===== src/rtl/fm_eg_pkg.sv =====
// Shared widths, stage/FSM encodings and small helpers for the FM operator
// envelope generator.
package fm_eg_pkg;

    localparam int unsigned EG_CNT_W   = 15;
    localparam int unsigned ENV_W      = 9;
    localparam int unsigned IDX_W      = 6;
    localparam int unsigned INIT_SLOTS = 64;

    localparam logic [ENV_W-1:0] ENV_MAX = 9'd511;

    typedef enum logic [1:0] {
        EG_ATTACK  = 2'd0,
        EG_DECAY   = 2'd1,
        EG_SUSTAIN = 2'd2,
        EG_RELEASE = 2'd3
    } eg_stage_e;

    typedef enum logic [1:0] {
        ST_INIT = 2'd0,
        ST_IDLE = 2'd1,
        ST_RUN  = 2'd2
    } eg_fsm_e;

    function automatic logic [ENV_W-1:0] env_inc_sat(input logic [ENV_W-1:0] env);
        return (env == ENV_MAX) ? ENV_MAX : env + 1'b1;
    endfunction

endpackage


===== src/rtl/fm_eg_rate.sv =====
// Rate counter advance: adds 2^(rate-1) to the envelope counter and reports
// the carry out of the 15-bit counter, which is the envelope step strobe.
module fm_eg_rate
    import fm_eg_pkg::*;
(
    input  logic [3:0]          rate,
    input  logic [EG_CNT_W-1:0] cnt,
    output logic [EG_CNT_W-1:0] cnt_next,
    output logic                carry
);

    logic [EG_CNT_W:0] step;
    logic [EG_CNT_W:0] sum;

    always_comb begin
        step = '0;
        if (rate != 4'd0) begin
            step = {{EG_CNT_W{1'b0}}, 1'b1} << (rate - 4'd1);
        end
        sum      = {1'b0, cnt} + step;
        cnt_next = sum[EG_CNT_W-1:0];
        carry    = sum[EG_CNT_W];
    end

endmodule


===== src/rtl/fm_op_eg.sv =====
// Time-multiplexed envelope generator: sweeps all operator slots once per
// sample tick, read-modify-writing each slot's EG state in a single cycle.
module fm_op_eg
    import fm_eg_pkg::*;
#(
    parameter int unsigned NUM_OPS = 36
) (
    input  logic                clk,
    input  logic                reset,
    input  logic                i_start,
    output logic                o_busy,
    output logic                o_done,
    output logic [IDX_W-1:0]    o_idx,
    output logic                o_wren,
    output logic [1:0]          o_eg_stage,
    output logic [EG_CNT_W-1:0] o_eg_cnt,
    output logic [ENV_W-1:0]    o_eg_env,
    input  logic [1:0]          i_eg_stage,
    input  logic [EG_CNT_W-1:0] i_eg_cnt,
    input  logic [ENV_W-1:0]    i_eg_env,
    input  logic                i_key_on,
    input  logic [3:0]          i_ar,
    input  logic [3:0]          i_dr,
    input  logic [3:0]          i_rr,
    input  logic [3:0]          i_sl,
    output logic [ENV_W-1:0]    o_env,
    output logic [IDX_W-1:0]    o_env_idx,
    output logic                o_env_valid
);

    localparam logic [IDX_W-1:0] LAST_RUN_IDX  = IDX_W'(NUM_OPS - 1);
    localparam logic [IDX_W-1:0] LAST_INIT_IDX = IDX_W'(INIT_SLOTS - 1);

    eg_fsm_e             state;
    eg_stage_e           cur_stage;
    eg_stage_e           nxt_stage;
    logic [EG_CNT_W-1:0] nxt_cnt;
    logic [ENV_W-1:0]    nxt_env;
    logic [ENV_W-1:0]    atk_dec;
    logic [ENV_W-1:0]    atk_env;
    logic [3:0]          rate;
    logic [EG_CNT_W-1:0] adv_cnt;
    logic                adv_carry;

    assign cur_stage = eg_stage_e'(i_eg_stage);
    assign o_busy    = (state != ST_IDLE);

    // INIT spends its first cycle raising o_wren so reset itself holds o_wren low
    always_ff @(posedge clk or posedge reset) begin
        if (reset) begin
            state  <= ST_INIT;
            o_idx  <= '0;
            o_wren <= 1'b0;
            o_done <= 1'b0;
        end else begin
            o_done <= 1'b0;
            case (state)
                ST_INIT: begin
                    if (!o_wren) begin
                        o_wren <= 1'b1;
                    end else if (o_idx == LAST_INIT_IDX) begin
                        state  <= ST_IDLE;
                        o_wren <= 1'b0;
                        o_idx  <= '0;
                    end else begin
                        o_idx <= o_idx + 1'b1;
                    end
                end
                ST_IDLE: begin
                    if (i_start) begin
                        state  <= ST_RUN;
                        o_wren <= 1'b1;
                        o_idx  <= '0;
                    end
                end
                ST_RUN: begin
                    if (o_idx == LAST_RUN_IDX) begin
                        state  <= ST_IDLE;
                        o_wren <= 1'b0;
                        o_idx  <= '0;
                        o_done <= 1'b1;
                    end else begin
                        o_idx <= o_idx + 1'b1;
                    end
                end
                default: begin
                    state  <= ST_INIT;
                    o_wren <= 1'b0;
                    o_idx  <= '0;
                end
            endcase
        end
    end

    always_comb begin
        case (cur_stage)
            EG_ATTACK:  rate = i_ar;
            EG_DECAY:   rate = i_dr;
            EG_RELEASE: rate = i_rr;
            default:    rate = 4'd0;
        endcase
    end

    fm_eg_rate u_rate (
        .rate     (rate),
        .cnt      (i_eg_cnt),
        .cnt_next (adv_cnt),
        .carry    (adv_carry)
    );

    assign atk_dec = (i_eg_env >> 3) + 1'b1;
    assign atk_env = (i_eg_env <= atk_dec) ? '0 : i_eg_env - atk_dec;

    always_comb begin
        nxt_stage = cur_stage;
        nxt_cnt   = i_eg_cnt;
        nxt_env   = i_eg_env;
        if (!i_key_on && cur_stage != EG_RELEASE) begin
            nxt_stage = EG_RELEASE;
            nxt_cnt   = '0;
        end else if (i_key_on && cur_stage == EG_RELEASE) begin
            nxt_stage = EG_ATTACK;
            nxt_cnt   = '0;
        end else begin
            case (cur_stage)
                EG_ATTACK: begin
                    nxt_cnt = adv_cnt;
                    if (adv_carry) nxt_env = atk_env;
                    if (nxt_env == '0) nxt_stage = EG_DECAY;
                end
                EG_DECAY: begin
                    nxt_cnt = adv_cnt;
                    if (adv_carry) nxt_env = env_inc_sat(i_eg_env);
                    if (nxt_env >= {i_sl, 5'b0}) nxt_stage = EG_SUSTAIN;
                end
                EG_RELEASE: begin
                    nxt_cnt = adv_cnt;
                    if (adv_carry) nxt_env = env_inc_sat(i_eg_env);
                end
                default: begin
                    nxt_stage = cur_stage;
                end
            endcase
        end
    end

    always_comb begin
        if (state == ST_INIT) begin
            o_eg_stage = EG_RELEASE;
            o_eg_cnt   = '0;
            o_eg_env   = ENV_MAX;
        end else begin
            o_eg_stage = nxt_stage;
            o_eg_cnt   = nxt_cnt;
            o_eg_env   = nxt_env;
        end
    end

    always_ff @(posedge clk or posedge reset) begin
        if (reset) begin
            o_env       <= ENV_MAX;
            o_env_idx   <= '0;
            o_env_valid <= 1'b0;
        end else begin
            o_env_valid <= (state == ST_RUN);
            if (state == ST_RUN) begin
                o_env     <= nxt_env;
                o_env_idx <= o_idx;
            end
        end
    end

endmodule


===== config.mk =====
export PLATFORM = sky130hd
export DESIGN_NAME = fm_op_eg
export DESIGN_NICKNAME = d
export VERILOG_FILES = /design/src/rtl/fm_eg_pkg.sv /design/src/rtl/fm_eg_rate.sv /design/src/rtl/fm_op_eg.sv
export SDC_FILE = /design/constraint.sdc
export NUM_CORES = 1
export LEC_CHECK = 0
export ABC_AREA = 1
export CAP_MARGIN = 0
export CORE_ASPECT_RATIO = 1.75
export CORE_MARGIN = 5
export CORE_UTILIZATION = 46
export DETAILED_ROUTE_END_ITERATION = 7
export HOLD_SLACK_MARGIN = 0.03
export PLACE_DENSITY = 0.78
export SKIP_LAST_GASP = 1
export SYNTH_ARGS = -nofsm -noshare
export SYNTH_HDL_FRONTEND = slang
export SYNTH_SLANG_ARGS = --single-unit

===== constraint.sdc =====
create_clock -name clk -period 6.1 [get_ports clk]
set_clock_uncertainty 0.2 [all_clocks]
set_input_delay 1.22 -clock clk [delete_from_list [all_inputs] [get_ports clk]]
set_output_delay 1.22 -clock clk [all_outputs]
set_load 0.03 [all_outputs]

---- Yosys cells after proc, flatten, opt, wreduce, memory -nomap -nowiden ----
Cells that the tools add are included.
word-level totals
  flip-flop bits (word level) ............. 26
  bits in latches ......................... 0
  memory bits (writable) .................. 0
  ROM bits ................................ 0
  bits of input ports ..................... 46
  word-level logic and storage cells ...... 83
  memories kept ........................... 0
cells by class
  add/subtract/negate cells ............... 6
  multipliers ............................. 0
  div/mod/pow operators ................... 0
  magnitude comparators ................... 2
  eq/ne operators ......................... 13
  shift operators ......................... 1
  muxes and demuxes ....................... 43
  bitwise logic cells ..................... 0
  reductions and logical operators ........ 11
operators by type and width
  cell                    count
  $mux W9                 13
  $mux W15                4
  $pmux W9 S3             1
  $mux W6                 4
  $mux W2                 9
  $pmux W6 S3             1
  $add A15 B16 Y16        1
  $mux W16                1
  $shl A1 B4 Y16 const A  1
  $eq A6 B6 Y1 const B    2
  $pmux W4 S3             1
  $ne A2 B2 Y1 const B    5
  $add A9 B1 Y9 const B   1
  $eq A9 B9 Y1 const B    1
  $ge A9 B9 Y1            1
  $le A9 B7 Y1            1
  $logic_not A9 Y1        1
  $sub A9 B7 Y9           1
  $add A6 B1 Y7 const B   1
  $add A6 B1 Y6 const B   1
  $mux W1                 6
  $pmux W2 S3             1
  $eq A2 B1 Y1 const B    2
  $eq A2 B2 Y1 const B    2
  11 further kinds        14

---- Longest topological paths before layout ----
  word-level depth ........................ 16
  mapped depth ............................ 35
  mapped depth without buffers ............ 33

---- Modules after synthesis ----
From an unflattened synthesis, not the netlist that was laid out.
second synthesis, totals
  cells, all modules ...................... 675
  area, all modules ....................... 3831.2 µm²
modules (own cells, without submodules)
  module      instances  cells each  area an instance (µm²)  sequential area each (µm²)
  fm_op_eg    1          465         2782.7                  661.9
  fm_eg_rate  1          210         1048.5                  0.0

---- Worst setup path after synthesis ----
Ideal clock, no wire load.
  kind .................................... input-to-output
  start point ............................. in i_eg_stage[0]
  end point ............................... out o_eg_stage[0]
  arrival time ............................ 4712 ps
  data required time ...................... 4680 ps
  setup slack ............................. -32 ps
  stages .................................. 31
  buffers on the path ..................... 2
  cell sequence ........................... buf_6 -> nand2_1 -> inv_2 -> a221oi_4 -> inv_1 -> nor2_1 -> a21oi_1 -> nor2_2 -> inv_2 -> nand2_1 -> inv_1 -> ha_1 -> nand3_1 -> nand3_1 -> nand2_1 -> nand2_1 -> nand2_4 -> nand2_4 -> buf_12 -> nand2_1 -> nand2_1 -> nand2_1 -> nor2_2 -> inv_1 -> ha_1 -> a21o_1 -> a21oi_1 -> nand2_1 -> a21oi_1 -> nand2_1 -> nand2_1
on the way
  word-level cells in the longest chain between the ends .. 16
ends and longest elaborated chain
  element                                                  line                              source
  start, declared                                          fm_op_eg.sv:18                    input logic [1:0] i_eg_stage,
  $eq A2 B2 Y1, or another cell as far along               fm_op_eg.sv:96, fm_op_eg.sv:121
  $pmux W4 S3                                              fm_op_eg.sv:96                    case (cur_stage)
  $sub A4 B1 Y4                                            fm_eg_rate.sv:18                  step = {{EG_CNT_W{1'b0}}, 1'b1} << (rate - 4'd1);
  $shl A1 B4 Y16                                           fm_eg_rate.sv:18
  $mux W16                                                 fm_eg_rate.sv:17                  if (rate != 4'd0) begin
  $add A15 B16 Y16                                         fm_eg_rate.sv:20                  sum = {1'b0, cnt} + step;
  $mux W9 (on tied branches)                               fm_op_eg.sv:133, fm_op_eg.sv:128
  $mux W9                                                  fm_op_eg.sv:125                   case (cur_stage)
  $mux W9                                                  fm_op_eg.sv:121                   end else if (i_key_on && cur_stage == EG_RELEASE) begin
  $mux W9                                                  fm_op_eg.sv:118                   if (!i_key_on && cur_stage != EG_RELEASE) begin
  $ge A9 B9 Y1 / $logic_not A9 Y1 (equally long branches)  fm_op_eg.sv:134, fm_op_eg.sv:129
  $mux W2 (on tied branches)                               fm_op_eg.sv:134, fm_op_eg.sv:129
  $pmux W2 S2                                              fm_op_eg.sv:125
  $mux W2                                                  fm_op_eg.sv:121
  $mux W2 *                                                fm_op_eg.sv:118
  $mux W2 *                                                fm_op_eg.sv:148                   if (state == ST_INIT) begin
  end, declared                                            fm_op_eg.sv:15                    output logic [1:0] o_eg_stage,
Every way passes the cells marked *; elsewhere a longest branch is shown, timed or not. The select of a mux whose other input is x is not followed.

---- Worst setup path after layout ----
  start point ............................. in i_eg_stage[0]
  end point ............................... out o_eg_stage[1]
The elaborated chain is that of the path after synthesis.

==> metrics.cfg <==
[die]
core_area_um2 = 7910
start_util_pct = 47.3
fp.dieW_um = 78.1
die-area_um2 = 10100
num_rows = 43
io_pins = 97
die_y_um = 129

[setup_path]
crit_required_ps = 4680
worstPathArrival_ps = 4770
timing.critical_path.fanout_max = 6
rrSetupSlack_ps = 3570
endpoint_kind = output port
crit_top_cell = nand2_2
crit_path_top_delay_cell = ha_1
path_class = in -> out
slowest_delay_ps = 310
start_kind = primary input

[route]
drtIter0Drc = 247
ant_nets = 0
via_per_inst = 5.46
drt-total-wl_um = 13900
vias = 4907
wl_per_cell_um = 15.5
drc = 0
first_pass_iters = 5

[global_routing]
grt_start_max_net_pins = 27
antenna_found_initial = 0
use_met1_pct = 23.7
grt_use_total_pct = 26.3
met2_usage_pct = 51.5
busiest_layer = met2
grtUsageMet3_pct = 3.69
grt_overflow = 0
grt_pass1_wl_um = 21700
grt_pass1_vias = 4977

[timing]
slew_headroom_pct = 35.7
fmax_mhz = 162
finalSetupViolCount = 2
worstMarginPinSlew_ps = 964
totalNegativeSetupSlack_ps = -164
min_period_ps = 6190
rsz0062_at_grt = true
fin_ws_ps = -85.7
drv_slew = 0
hold_viol_final = 0
post-route-period-util_pct = 101
fin_hold_ws_ps = 269

[layout]
layout_commonest_cell = nand2_1
seq_area_um2 = 662
diodes = 0
num-nets-final = 886
final_util_pct = 73.7
final_cells = 898
final_cell_mix = 179 x nand2_1, 116 x buf_4, 83 x inv_1, 56 x clkdlybuf4s50_1, 55 x nor2_1
syn_to_final_growth_pct = 56.0
multiInputGateArea_um2 = 2880
layout-drive-gt1-share_pct = 27.5
nFillCells = 635

[place]
place.gp.congestion = 0.965
dpl.cell_count = 870
io_buffer_count = 96
hpwlAfterDp_um = 11000

[clock_tree]
holdBufCountCts = 0
cts_buffers = 3
cts_sinks = 26
root_buffer = clkbuf_16
cts_tree = yes
path_clk_slew_ps = 60
clockBufferDepth = 2
clk_latency_ps = 260
cts.htree.levels = 1

[flow_run]
maxCapViolCount = 0

[min_path]
hold_path_class = reg -> reg

[logic_synthesis]
synth_flop_cell = dfrtp_1
ys_types = 50
synth_area_um2 = 3740
yosysWarnings = 0
synthCells = 621
synth.avg_cell_area_um2 = 6.02
ys_seq_area_share_pct = 17.7
ys_ff_latch = 26
syn_nets = 698
synth-edff-count = 0
async_flop_share_pct = 100

[outcome]
violations = setup timing
outcome = finished with violations

[power]
peakVddDrop_mv = 0.184
leakagePower_nw = 3.14
p_per_area_nw_per_um2 = 253
p_total_mw = 1.48

metrics by stage:
step,setup WS [ps],cell area (µm²)
2_1_floorplan,28.7,3740
3_3_place_gp,-581,5230
3_5_place_dp,-760,5230
4_1_cts,-168,5630
5_1_grt,-349,5830
6_report,-85.7,5830
layout make-up:
cell class              instances  share of cell area [%]
clock inverters                 1                   0.515
repair buffers                194                    28.8
flip-flops and latches         26                    11.4
inverters                     103                    6.72
clock buffers                   3                    1.29
multi-input cells             481                    49.4
well taps                      90                    1.93
routing by layer:
layer | share of wire, % | vias to the layer above | wire [µm]
li1 | - | 2373 | -
met1 | 33 | 2254 | 4640
met2 | 55 | 204 | 7610
met3 | 4.8 | 76 | 666
met4 | 7.3 | 0 | 1020
met5 | 0 | - | 0
cell families (layout without fill, tap and decap cells):
| family | Yosys count | in the layout | synth area share [%] |
|---|---|---|---|
| compound gates | 93 | 93 | 15.2 |
| xor+xnor | 13 | 13 | 3.05 |
| fa+ha+maj | 31 | 31 | 10.8 |
| buf+inv | 114 | 301 | 12.5 |
| flops | 26 | 26 | 17.7 |
| simple gates | 344 | 344 | 40.8 |
critical path: cells and delay by family:
family | cells | cell delay (ps)
buffers and inverters | 10 | 1210
and+or+nand+nor | 14 | 1090
AOI/OAI and AO/OA | 3 | 630
adders and majority gates | 2 | 620
final timing paths:
check                      depth (start not counted)                  endpoint            startpoint
max in group asynchronous                          2  o_env_idx[2]$_DFFE_PP0P_                 reset
min in group asynchronous                          2  o_env_idx[5]$_DFFE_PP0P_                 reset
setup / recovery                                  29             o_eg_stage[1]         i_eg_stage[0]
hold reg to reg                                    2      o_env[7]$_DFFE_PP1P_  o_env[7]$_DFFE_PP1P_
setup reg to reg                                   8      state[1]$_DFFE_PP0P_  state[0]$_DFFE_PP0P_
hold / removal                                     2      o_env[7]$_DFFE_PP1P_  o_env[7]$_DFFE_PP1P_
synth_stat cells, types with 4 or more instances:
library cell  number  share of area (%)
nand4_1            9                1.5
dfstp_2            9                6.3
nor2_4             4                1.2
dfrtp_1           17                 11
o21ai_0           29                3.9
o21ai_1            7               0.94
a21oi_1           30                4.0
nor3_1             8                1.1
or2_1              5               0.84
clkbuf_1           5               0.50
ha_1              29                9.7
nand3_1           41                5.5
nor2_1            56                5.6
nand2_2            5               0.84
inv_1             94                9.4
nand2_1          196                 20
xor2_1            10                2.3
o211ai_1           6                1.2
inv_2              6               0.60
nand3b_1           4               0.80
flip-flops by register name, indices dropped and copies added (netlist names):
name	cells
o_wren	1
state	2
o_idx	6
o_env	9
o_env_idx	6
o_done	1
o_env_valid	1
power by group:
group / total (mW) / switching (mW) / leakage, nW / internal, mW
clock network: 0.190 / 0.0599 / 0.0511 / 0.131
registers: 0.292 / 0.0383 / 0.318 / 0.254
logic: 0.994 / 0.608 / 2.77 / 0.386
total: 1.48 / 0.706 / 3.14 / 0.771
what timing repair did:
item	4_1_cts	5_1_grt
gates resized for setup	59	35
buffers inserted	15	9
pin swaps	35	33
endpoints found under the setup margin	18	12
No activity file was read; power rests on OpenSTA's default activity.
